`config.mk`:
```
export PLATFORM = sky130hd
export DESIGN_NAME = bcd_digits_ascii_serializer_flat
export DESIGN_NICKNAME = d
export VERILOG_FILES = /design/src/rtl/bcd_digits_ascii_serializer_if.sv /design/src/rtl/bcd_digits_ascii_serializer.sv /design/src/flat_wrapper.sv
export SDC_FILE = /design/constraint.sdc
export NUM_CORES = 1
export LEC_CHECK = 0
export ABC_AREA = 1
export BUFFER_PORTS_ARGS = -buffer_cell sky130_fd_sc_hd__buf_4
export CAP_MARGIN = 20
export CORE_UTILIZATION = 30
export CTS_BUF_LIST = sky130_fd_sc_hd__clkbuf_4 sky130_fd_sc_hd__clkbuf_8
export DETAILED_ROUTE_END_ITERATION = 12
export GPL_TIMING_DRIVEN = 0
export PLACE_DENSITY = 0.52
export SLEW_MARGIN = 5
export SYNTH_ARGS = -nofsm -noshare
export SYNTH_HDL_FRONTEND = slang
export SYNTH_SLANG_ARGS = --single-unit
```
`constraint.sdc`:
```
create_clock -name clk_in -period 1.95 [get_ports clk_in]
set_input_delay 0.195 -clock clk_in [delete_from_list [all_inputs] [get_ports clk_in]]
set_output_delay 0.195 -clock clk_in [all_outputs]
set_load 0.005 [all_outputs]
```
`src/rtl/bcd_digits_ascii_serializer_if.sv`:
```
// Character-stream bundle between the BCD serializer and its source/sink.
// No logic or latency; this is wiring only.
// char_valid_out/char_ready_in form the valid/ready pair; start_in is a strobe.
interface bcd_digits_ascii_serializer_if #(
  parameter int DIGITS_NUM = 6
);
  logic                      start_in;
  logic [4*DIGITS_NUM-1:0]   digits_in;
  logic                      overflow_in;
  logic                      char_ready_in;
  logic                      char_valid_out;
  logic [7:0]                char_out;
  logic                      char_last_out;
  logic                      busy_out;
  logic                      done_out;

  // Serializer side: consumes the snapshot request, produces characters.
  modport master (
    input  start_in,
    input  digits_in,
    input  overflow_in,
    input  char_ready_in,
    output char_valid_out,
    output char_out,
    output char_last_out,
    output busy_out,
    output done_out
  );

  // Source/sink side: issues the request, accepts characters.
  modport slave (
    output start_in,
    output digits_in,
    output overflow_in,
    output char_ready_in,
    input  char_valid_out,
    input  char_out,
    input  char_last_out,
    input  busy_out,
    input  done_out
  );
endinterface

```
`src/rtl/bcd_digits_ascii_serializer.sv`:
```
// Snapshots a packed BCD word on start and streams it as ASCII, MS digit first.
// First character valid 1 cycle after the start edge; then 1 char per accepted handshake.
// char_out/char_last_out hold while char_ready_in=0; leading-zero blanking under BCD_SERIALIZER_LEADING_ZERO_BLANK_EN.
module bcd_digits_ascii_serializer #(
  parameter int DIGITS_NUM = 6
) (
  input  logic clk_in,
  input  logic reset_n_in,
  bcd_digits_ascii_serializer_if.master io
);

  localparam int IDX_W = (DIGITS_NUM > 1) ? $clog2(DIGITS_NUM) : 1;
  localparam logic [IDX_W-1:0] IDX_TOP = IDX_W'(DIGITS_NUM - 1);

`ifdef BCD_SERIALIZER_LEADING_ZERO_BLANK_EN
  localparam bit BLANK_EN = 1'b1;
`else
  localparam bit BLANK_EN = 1'b0;
`endif

  typedef enum logic [1:0] {
    ST_IDLE,
    ST_SEND,
    ST_DONE
  } state_t;

  state_t                  state_q, state_d;
  logic [IDX_W-1:0]        idx_q, idx_d;
  logic [4*DIGITS_NUM-1:0] snap_q, snap_d;
  logic                    ovf_q, ovf_d;
  logic                    seen_q, seen_d;
  logic [7:0]              char_q, char_d;
  logic                    last_q, last_d;

  logic [IDX_W-1:0]        next_idx;
  logic [8:0]              mapped;

  // Maps one digit to ASCII; returns {updated seen_nonzero, character}.
  // idx_nz marks a digit that may be blanked (digit 0 never is).
  function automatic logic [8:0] map_digit(
    input logic [3:0] d,
    input logic       seen,
    input logic       idx_nz,
    input logic       ovf
  );
    logic [7:0] c;
    logic       s;
    s = seen;
    c = 8'h30 + {4'h0, d};
    if (ovf) begin
      c = 8'h2D;
    end else if (d > 4'd9) begin
      c = 8'h3F;
      s = 1'b1;
    end else if (BLANK_EN && (d == 4'd0) && !seen && idx_nz) begin
      c = 8'h20;
    end else begin
      s = seen | (d != 4'd0);
    end
    return {s, c};
  endfunction

  // Next-state logic: capture on start, advance one digit per accepted handshake.
  always_comb begin
    state_d  = state_q;
    idx_d    = idx_q;
    snap_d   = snap_q;
    ovf_d    = ovf_q;
    seen_d   = seen_q;
    char_d   = char_q;
    last_d   = last_q;
    next_idx = idx_q - 1'b1;
    mapped   = '0;

    case (state_q)
      ST_IDLE: begin
        if (io.start_in) begin
          snap_d  = io.digits_in;
          ovf_d   = io.overflow_in;
          idx_d   = IDX_TOP;
          mapped  = map_digit(io.digits_in[4*(DIGITS_NUM-1) +: 4], 1'b0,
                              (DIGITS_NUM > 1), io.overflow_in);
          seen_d  = mapped[8];
          char_d  = mapped[7:0];
          last_d  = (DIGITS_NUM == 1);
          state_d = ST_SEND;
        end
      end
      ST_SEND: begin
        if (io.char_ready_in) begin
          if (idx_q != '0) begin
            mapped = map_digit(snap_q[4*int'(next_idx) +: 4], seen_q,
                               (next_idx != '0), ovf_q);
            idx_d  = next_idx;
            seen_d = mapped[8];
            char_d = mapped[7:0];
            last_d = (next_idx == '0);
          end else begin
            last_d  = 1'b0;
            state_d = ST_DONE;
          end
        end
      end
      ST_DONE: begin
        state_d = ST_IDLE;
      end
      default: begin
        state_d = ST_IDLE;
      end
    endcase
  end

  // State and snapshot registers; reset aborts any transfer in flight.
  always_ff @(posedge clk_in or negedge reset_n_in) begin
    if (!reset_n_in) begin
      state_q <= ST_IDLE;
      idx_q   <= '0;
      snap_q  <= '0;
      ovf_q   <= 1'b0;
      seen_q  <= 1'b0;
      char_q  <= 8'h00;
      last_q  <= 1'b0;
    end else begin
      state_q <= state_d;
      idx_q   <= idx_d;
      snap_q  <= snap_d;
      ovf_q   <= ovf_d;
      seen_q  <= seen_d;
      char_q  <= char_d;
      last_q  <= last_d;
    end
  end

  assign io.char_valid_out = (state_q == ST_SEND);
  assign io.busy_out       = (state_q == ST_SEND);
  assign io.done_out       = (state_q == ST_DONE);
  assign io.char_out       = char_q;
  assign io.char_last_out  = last_q;

endmodule

```
`src/flat_wrapper.sv`:
```
// flat-port wrapper written by rule: the top's interface ports become plain ports
module bcd_digits_ascii_serializer_flat 
#(
  parameter int DIGITS_NUM = 6
)
  (clk_in, reset_n_in, io_start_in, io_digits_in, io_overflow_in, io_char_ready_in, io_char_valid_out, io_char_out, io_char_last_out, io_busy_out, io_done_out);
  bcd_digits_ascii_serializer_if #(.DIGITS_NUM(DIGITS_NUM)) io_i ();
  input  logic clk_in;
  input  logic reset_n_in;
  input wire logic [$bits(io_i.start_in)-1:0] io_start_in;
  input wire logic [$bits(io_i.digits_in)-1:0] io_digits_in;
  input wire logic [$bits(io_i.overflow_in)-1:0] io_overflow_in;
  input wire logic [$bits(io_i.char_ready_in)-1:0] io_char_ready_in;
  output wire logic [$bits(io_i.char_valid_out)-1:0] io_char_valid_out;
  output wire logic [$bits(io_i.char_out)-1:0] io_char_out;
  output wire logic [$bits(io_i.char_last_out)-1:0] io_char_last_out;
  output wire logic [$bits(io_i.busy_out)-1:0] io_busy_out;
  output wire logic [$bits(io_i.done_out)-1:0] io_done_out;
  assign io_i.start_in = io_start_in;
  assign io_i.digits_in = io_digits_in;
  assign io_i.overflow_in = io_overflow_in;
  assign io_i.char_ready_in = io_char_ready_in;
  assign io_char_valid_out = io_i.char_valid_out;
  assign io_char_out = io_i.char_out;
  assign io_char_last_out = io_i.char_last_out;
  assign io_busy_out = io_i.busy_out;
  assign io_done_out = io_i.done_out;
  bcd_digits_ascii_serializer #(.DIGITS_NUM(DIGITS_NUM)) u_core (.clk_in(clk_in), .reset_n_in(reset_n_in), .io(io_i));
endmodule
```
==> results of run 1 <==
==> where the power goes <==
group | total [mW] | switching [mW] | internal [mW]
sequential | 1.30 | 0.176 | 1.13
combinational | 2.16 | 1.25 | 0.911
clock | 0.562 | 0.276 | 0.286
==> timing repair <==
action	CTS	global route
hold buffers	1	0
gates resized for setup	5	6
endpoints found under the setup margin	4	3
buffers inserted	0	3
hold endpoints to repair	37	0
pin swaps	0	1
==> flip-flops by register name, indices dropped and copies added (netlist names) <==
name,flops
u_core.state_q,2
u_core.ovf_q,1
u_core.idx_q,3
u_core.io.char_last_out,1
u_core.io.char_out,6
u_core.snap_q,24
==> area by class of cell <==
type | instances | area share [%]
sequential | 37 | 38.7
multi-input combinational | 150 | 32.6
clock buffer | 6 | 3.45
clock inverter | 2 | 0.574
tap | 75 | 3.92
buffer | 9 | 2.77
inverter | 29 | 4.75
timing repair buffer | 42 | 13.3
==> cells in the final DEF, fill, tap and decap left out, types with 6 or more instances in the layout <==
cell	count
nand2_1	54
clkbuf_8	6
nor2_1	26
nand3_1	8
o21ai_0	13
a21oi_1	18
buf_4	44
mux2_2	6
dfrtp_1	36
inv_1	26
==> cell usage after synthesis (all sizes together) <==
cell type | instances | area (µm²)
o21ai | 16 | 83.8
nand3 | 8 | 40.0
ha | 3 | 37.5
xor2 | 1 | 8.76
nor2 | 28 | 110
dfrtp | 37 | 926
or2 | 2 | 12.5
conb | 1 | 3.75
a21boi | 1 | 7.51
a31oi | 3 | 18.8
inv | 29 | 109
xnor2 | 1 | 8.76
o221ai | 1 | 8.76
clkbuf | 2 | 7.51
nand2 | 58 | 228
buf | 7 | 55.1
o2111ai | 1 | 8.76
mux2 | 6 | 67.6
a21oi | 19 | 95.1
==> metal layers <==
| metal | track usage [%] | vias up | share of wire [%] |
|---|---|---|---|
| met4 | 5.89 | 0 | 1.7 |
| met3 | 3.86 | 5 | 3.6 |
| met2 | 22.4 | 29 | 46 |
| met1 | 19.1 | 694 | 48 |
| li1 | - | 800 | - |
| met5 | 0 | - | 0 |
==> worst register-to-register path, delay by kind of cell, from the launching register on <==
| kind | cells | cell delay (ns) |
|---|---|---|
| and+or+nand+nor | 8 | 0.53 |
| buffers and inverters | 3 | 0.32 |
| AOI/OAI and AO/OA | 1 | 0.14 |
| adders and majority gates | 1 | 0.24 |
| DFF | 1 | 0.44 |
==> kinds of logic (layout without fill, tap and decap cells) <==
family,count (synthesis),after routing,share of synthesized area [%]
compound gates,41,41,12.1
xor+xnor,2,2,0.954
fa+ha+maj,3,3,2.04
buf+inv,38,88,9.33
flops,37,37,50.4
mux,6,6,3.68
other cells,1,2,0.204
simple gates,96,96,21.3
==> worst paths after layout <==
path / to / start / slack [ns] / cells after the start
setup / recovery: u_core.io.char_out[1] / u_core.idx_q[0] / 0.17 / 13
hold / removal: u_core.state_q[0] / io_char_ready_in / 0.11 / 2
setup reg to reg: u_core.io.char_out[1] / u_core.idx_q[0] / 0.17 / 13
hold reg to reg: u_core.ovf_q / u_core.ovf_q / 0.48 / 2
max in group asynchronous: u_core.idx_q[0] / reset_n_in / 1.19 / 2
min in group asynchronous: u_core.snap_q[12] / reset_n_in / 0.40 / 2
==> results.py, run 1 <==
metrics = {
    "timing": {
        "fmax_mhz": 562,
        "period_needed_ns": 1.78,
        "post-route-period-util_pct": 91.3,
        "slew_headroom_pct": 65.3,
        "layout_setup_ws_ns": 0.169,
        "finalHoldViolCount": 0,
        "finalSetupViolCount": 0,
        "holdWs_ns": 0.108,
        "skew_ns": 0.00458,
        "fin_setup_tns_ns": 0,
        "slew_viol_final": 0,
        "worst_slew_pin_slew_ns": 0.521,
    },
    "final_layout": {
        "instances_no_fill": 350,
        "multi_input_area_um2": 781,
        "syn_to_final_growth_pct": 30.4,
        "post-route-util_pct": 40.5,
        "nFillCells": 630,
        "drive_above_1_share_pct": 29.1,
        "final_area_um2": 2400,
        "finalNetCount": 306,
        "n_antenna_cell": 0,
        "seq_area_um2": 927,
    },
    "critical_path": {
        "cp-end-kind": "flop",
        "crit_family": "simple AND/OR/NAND/NOR gates",
        "critPathArrivalTime_ns": 1.96,
        "cpMostUsedCell": "nand2_1",
        "crit_chain": "inv_2 > buf_8 > ha_4 > inv_6 > nand2_1 > nand3_1 > nand2_1 > nand2_1 > nand2_2 > a21oi_2 > nor2_2 > nor2_1 > nor2_1",
        "cp-start-kind": "flop",
        "cp_slowest_cell": "dfrtp_2",
        "crit_buf_inv": 3,
        "worstPathMaxFanout": 11,
        "cp_data_required_time_ns": 2.13,
        "slowest_delay_ns": 0.44,
        "path_class": "flop to flop",
    },
    "power": {
        "ir_worst_vdd_mv": 0.503,
        "finalPower_mw": 4.03,
        "power_density_nw_per_um2": 1680,
        "p_leak_nw": 1.22,
    },
    "cts": {
        "cts.path.max_buffers": 2,
        "clkTransAtPathRegs_ns": 0.07,
        "worstSkewPairLatency_ns": 0.29,
        "htree_num_levels": 2,
        "cts.sinks": 37,
        "cts_root_buf": "clkbuf_8",
        "cts_made_buffers": 5,
        "cts_tree": "yes",
    },
    "global_route": {
        "grt_overflow": 0,
        "grt_pass1_vias": 1440,
        "grt_max_degree": 38,
        "grt_pass1_wl_um": 6870,
        "antenna_found_initial": 0,
        "track_usage_pct": 14.5,
    },
    "hold_path": {
        "hold_path_class": "primary input to flop",
    },
    "drt": {
        "via_per_inst": 4.37,
        "postRouteAntennaNets": 0,
        "dr.first_iter.drc_count": 63,
        "vias": 1528,
        "drc_errors": 0,
        "drt-total-wl_um": 4160,
        "dr.pass1.iters": 4,
        "routedWlPerCell_um": 11.9,
    },
    "synth": {
        "ys_types": 27,
        "syn_area_um2": 1840,
        "yosysSeqAreaShare_pct": 50.4,
        "avgSynthCellArea_um2": 8.20,
        "synth.ff_latch_count": 37,
        "yosysWarnings": 0,
        "synthCells": 224,
    },
    "placement": {
        "place_ws_ns": -0.163,
        "gp_congestion": 0.806,
        "placed_area_um2": 2220,
        "dpl.cell_count": 338,
        "io_buffers": 38,
        "place_hpwl_um": 3090,
    },
    "status": {
        "status": "completed",
    },
    "floorplan": {
        "placeableCoreArea_um2": 5920,
        "row_count": 28,
        "die_w_um": 80.2,
        "die-height_um": 80.2,
        "io_pins": 41,
        "initial_core_util_pct": 31.0,
        "die_area_um2": 6440,
    },
    "flow_run": {
        "cap_violations": 0,
    },
}
No activity file was read; power rests on OpenSTA's default activity.
==> inputs of run 2 (changes only) <==
--- a/config.mk
+++ b/config.mk
@@ -6,12 +6,13 @@
 export NUM_CORES = 1
 export LEC_CHECK = 0
 export ABC_AREA = 1
-export BUFFER_PORTS_ARGS = -buffer_cell sky130_fd_sc_hd__buf_4
+export BUFFER_PORTS_ARGS = -buffer_cell sky130_fd_sc_hd__clkbuf_2
 export CAP_MARGIN = 20
 export CORE_UTILIZATION = 30
 export CTS_BUF_LIST = sky130_fd_sc_hd__clkbuf_4 sky130_fd_sc_hd__clkbuf_8
 export DETAILED_ROUTE_END_ITERATION = 12
 export GPL_TIMING_DRIVEN = 0
+export HOLD_SLACK_MARGIN = 0.12
 export PLACE_DENSITY = 0.52
 export SLEW_MARGIN = 5
 export SYNTH_ARGS = -nofsm -noshare
==> constraint.sdc (replaced) <==
create_clock -name clk_in -period 1.95 [get_ports clk_in]
set_input_delay 0.195 -clock clk_in [delete_from_list [all_inputs] [get_ports clk_in]]
set_output_delay 0.195 -clock clk_in [all_outputs]
set_load 0.01 [all_outputs]
==> run 2 against run 1 <==
- count of clock-buffer cells in the layout is 1 higher
- register-to-register slack about the same
- largest cell class unchanged
- final area is 5.0% lower
- first-iteration DRC count fell by 49%
- sequential share of layout area increased by 2.0 points
- critical path type unchanged
- largest power group unchanged
==> results.py, run 2 (synthesis results as in run 1) <==
metrics = {
    "status": {
        "status": "completed",
    },
    "cts": {
        "htree_num_levels": 2,
        "cts_made_buffers": 5,
        "cts.sinks": 37,
        "cts_root_buf": "clkbuf_8",
        "cts.path.max_buffers": 2,
        "cts_tree": "yes",
        "clkTransAtPathRegs_ns": 0.07,
        "worstSkewPairLatency_ns": 0.29,
    },
    "floorplan": {
        "initial_core_util_pct": 31.0,
        "io_pins": 41,
        "placeableCoreArea_um2": 5920,
        "die_area_um2": 6440,
        "row_count": 28,
        "die-height_um": 80.2,
        "die_w_um": 80.2,
    },
    "final_layout": {
        "instances_no_fill": 349,
        "syn_to_final_growth_pct": 23.9,
        "n_antenna_cell": 0,
        "post-route-util_pct": 38.4,
        "top_register": "u_core.snap_q",
        "drive_above_1_share_pct": 27.0,
        "final_area_um2": 2280,
        "final_cell_mix": "nand2_1, clkbuf_2, dfrtp_1",
        "final_common_cell": "nand2_1",
        "largest_register_ffs": 24,
        "finalNetCount": 306,
    },
    "placement": {
        "gp_congestion": 0.771,
        "place_hpwl_um": 3070,
        "placed_area_um2": 2120,
        "io_buffers": 38,
        "dpl.cell_count": 338,
    },
    "global_route": {
        "top_usage_layer": "met2",
        "antenna_found_initial": 0,
        "grt_max_degree": 38,
        "grt_overflow": 0,
        "grtUsageMet1_pct": 19.7,
        "met3_usage_pct": 2.84,
        "grt_pass1_vias": 1485,
        "track_usage_pct": 14.7,
        "grt_pass1_wl_um": 7040,
        "met2_usage_pct": 23.3,
    },
    "timing": {
        "post-route-period-util_pct": 91.9,
        "skew_ns": 0.00698,
        "slew_viol_final": 0,
        "holdWs_ns": 0.134,
        "period_needed_ns": 1.79,
        "slew_headroom_pct": 38.3,
        "worst_slew_pin_slew_ns": 0.925,
        "finalHoldViolCount": 0,
        "finalSetupViolCount": 0,
        "fmax_mhz": 558,
        "rsz0062_at_grt": "false",
    },
    "critical_path": {
        "critPathArrivalTime_ns": 1.97,
        "worstPathMaxFanout": 11,
        "cp-start-kind": "flop",
        "crit_family": "simple AND/OR/NAND/NOR gates",
        "path_class": "flop to flop",
        "cp_data_required_time_ns": 2.13,
        "cp-end-kind": "flop",
        "crit_buf_inv": 3,
        "cp_slowest_cell": "dfrtp_2",
        "slowest_delay_ns": 0.39,
        "crit_chain": "inv_2 > buf_6 > ha_4 > clkinv_4 > nand3_1 > nand2_1 > nand2_1 > nand2_2 > a21oi_1 > nor2_2 > nor2_1 > nor2_1",
        "r2r_slack_ns": 0.16,
    },
    "power": {
        "p_leak_nw": 1.19,
        "p_int_mw": 2.24,
        "power_frac_clock_pct": 14.2,
        "finalPower_mw": 3.92,
        "combPwrFrac_pct": 52.8,
        "power.switching_mw": 1.69,
        "power_density_nw_per_um2": 1720,
        "seqPwrFrac_pct": 33.0,
        "ir_worst_vdd_mv": 0.495,
        "switching_share_pct": 43.0,
    },
    "drt": {
        "postRouteAntennaNets": 0,
        "drc_errors": 0,
        "via_per_inst": 4.32,
        "dr.pass1.iters": 5,
        "dr.first_iter.drc_count": 32,
        "routedWlPerCell_um": 11.9,
        "drt-total-wl_um": 4160,
        "vias": 1508,
    },
    "flow_run": {
        "cap_violations": 0,
    },
    "hold_path": {
        "hold_path_class": "primary input to flop",
    },
}
==> run 2: changes by cell type in the layout (fill, tap and decap cells not counted), sizes merged <==
cell,before,now
inv,29,28
clkinv,2,1
clkbuf,8,47
buf,48,9
dlygate4sd3,1,2
==> run 2: what timing repair did <==
| action | in CTS | in global routing |
|---|---|---|
| endpoints found under the hold margin | 38 | 0 |
| setup buffers | 2 | 0 |
| resized for setup | 3 | 3 |
| hold buffers | 2 | 0 |
| setup endpoints to repair | 4 | 4 |
| gates cloned | 0 | 0 |
==> run 2: final cells by class <==
type | instances | area (µm²)
Buffer | 9 | 62.6
Clock buffer | 7 | 90.1
Fill cell | 632 | 3640
Inverter | 29 | 114
Multi-Input combinational cell | 150 | 763
Sequential cell | 37 | 927
Tap cell | 75 | 93.8
Timing Repair Buffer | 42 | 225
==> run 2: worst paths after layout <==
| check | end | depth (start not counted) | start |
|---|---|---|---|
| setup / recovery | u_core.io.char_out[1] | 12 | u_core.idx_q[0] |
| min in group asynchronous | u_core.snap_q[12] | 2 | reset_n_in |
| hold reg to reg | u_core.io.char_out[5] | 1 | u_core.io.char_out[5] |
| hold / removal | u_core.snap_q[19] | 2 | io_digits_in[19] |
| max in group asynchronous | u_core.idx_q[0] | 2 | reset_n_in |
| setup reg to reg | u_core.io.char_out[1] | 12 | u_core.idx_q[0] |
==> run 2: through the flow <==
step	setup TNS, ns	worst slack [ns]
final	0	0.157
after global placement	-0.545	-0.203
after floorplan	0	0.172
after CTS	0	0.00849
after detailed placement	-0.531	-0.196
after global routing	0	0.0111
==> run 2: metal layers <==
layer	vias up	share of wire, %
met3	5	4.7
met1	661	50
met2	43	44
met4	0	1.6
li1	799	-
met5	-	0
==> run 2: power groups by stage <==
| stage | clock network [mW] | logic (mW) | registers (mW) |
|---|---|---|---|
| after floorplan | 0 | 1.43 | 1.30 |
| after global placement | 0 | 1.94 | 1.31 |
| after detailed placement | 0 | 1.95 | 1.31 |
| after CTS | 0.576 | 2.04 | 1.29 |
| after global routing | 0.600 | 2.39 | 1.33 |
| final | 0.557 | 2.07 | 1.29 |
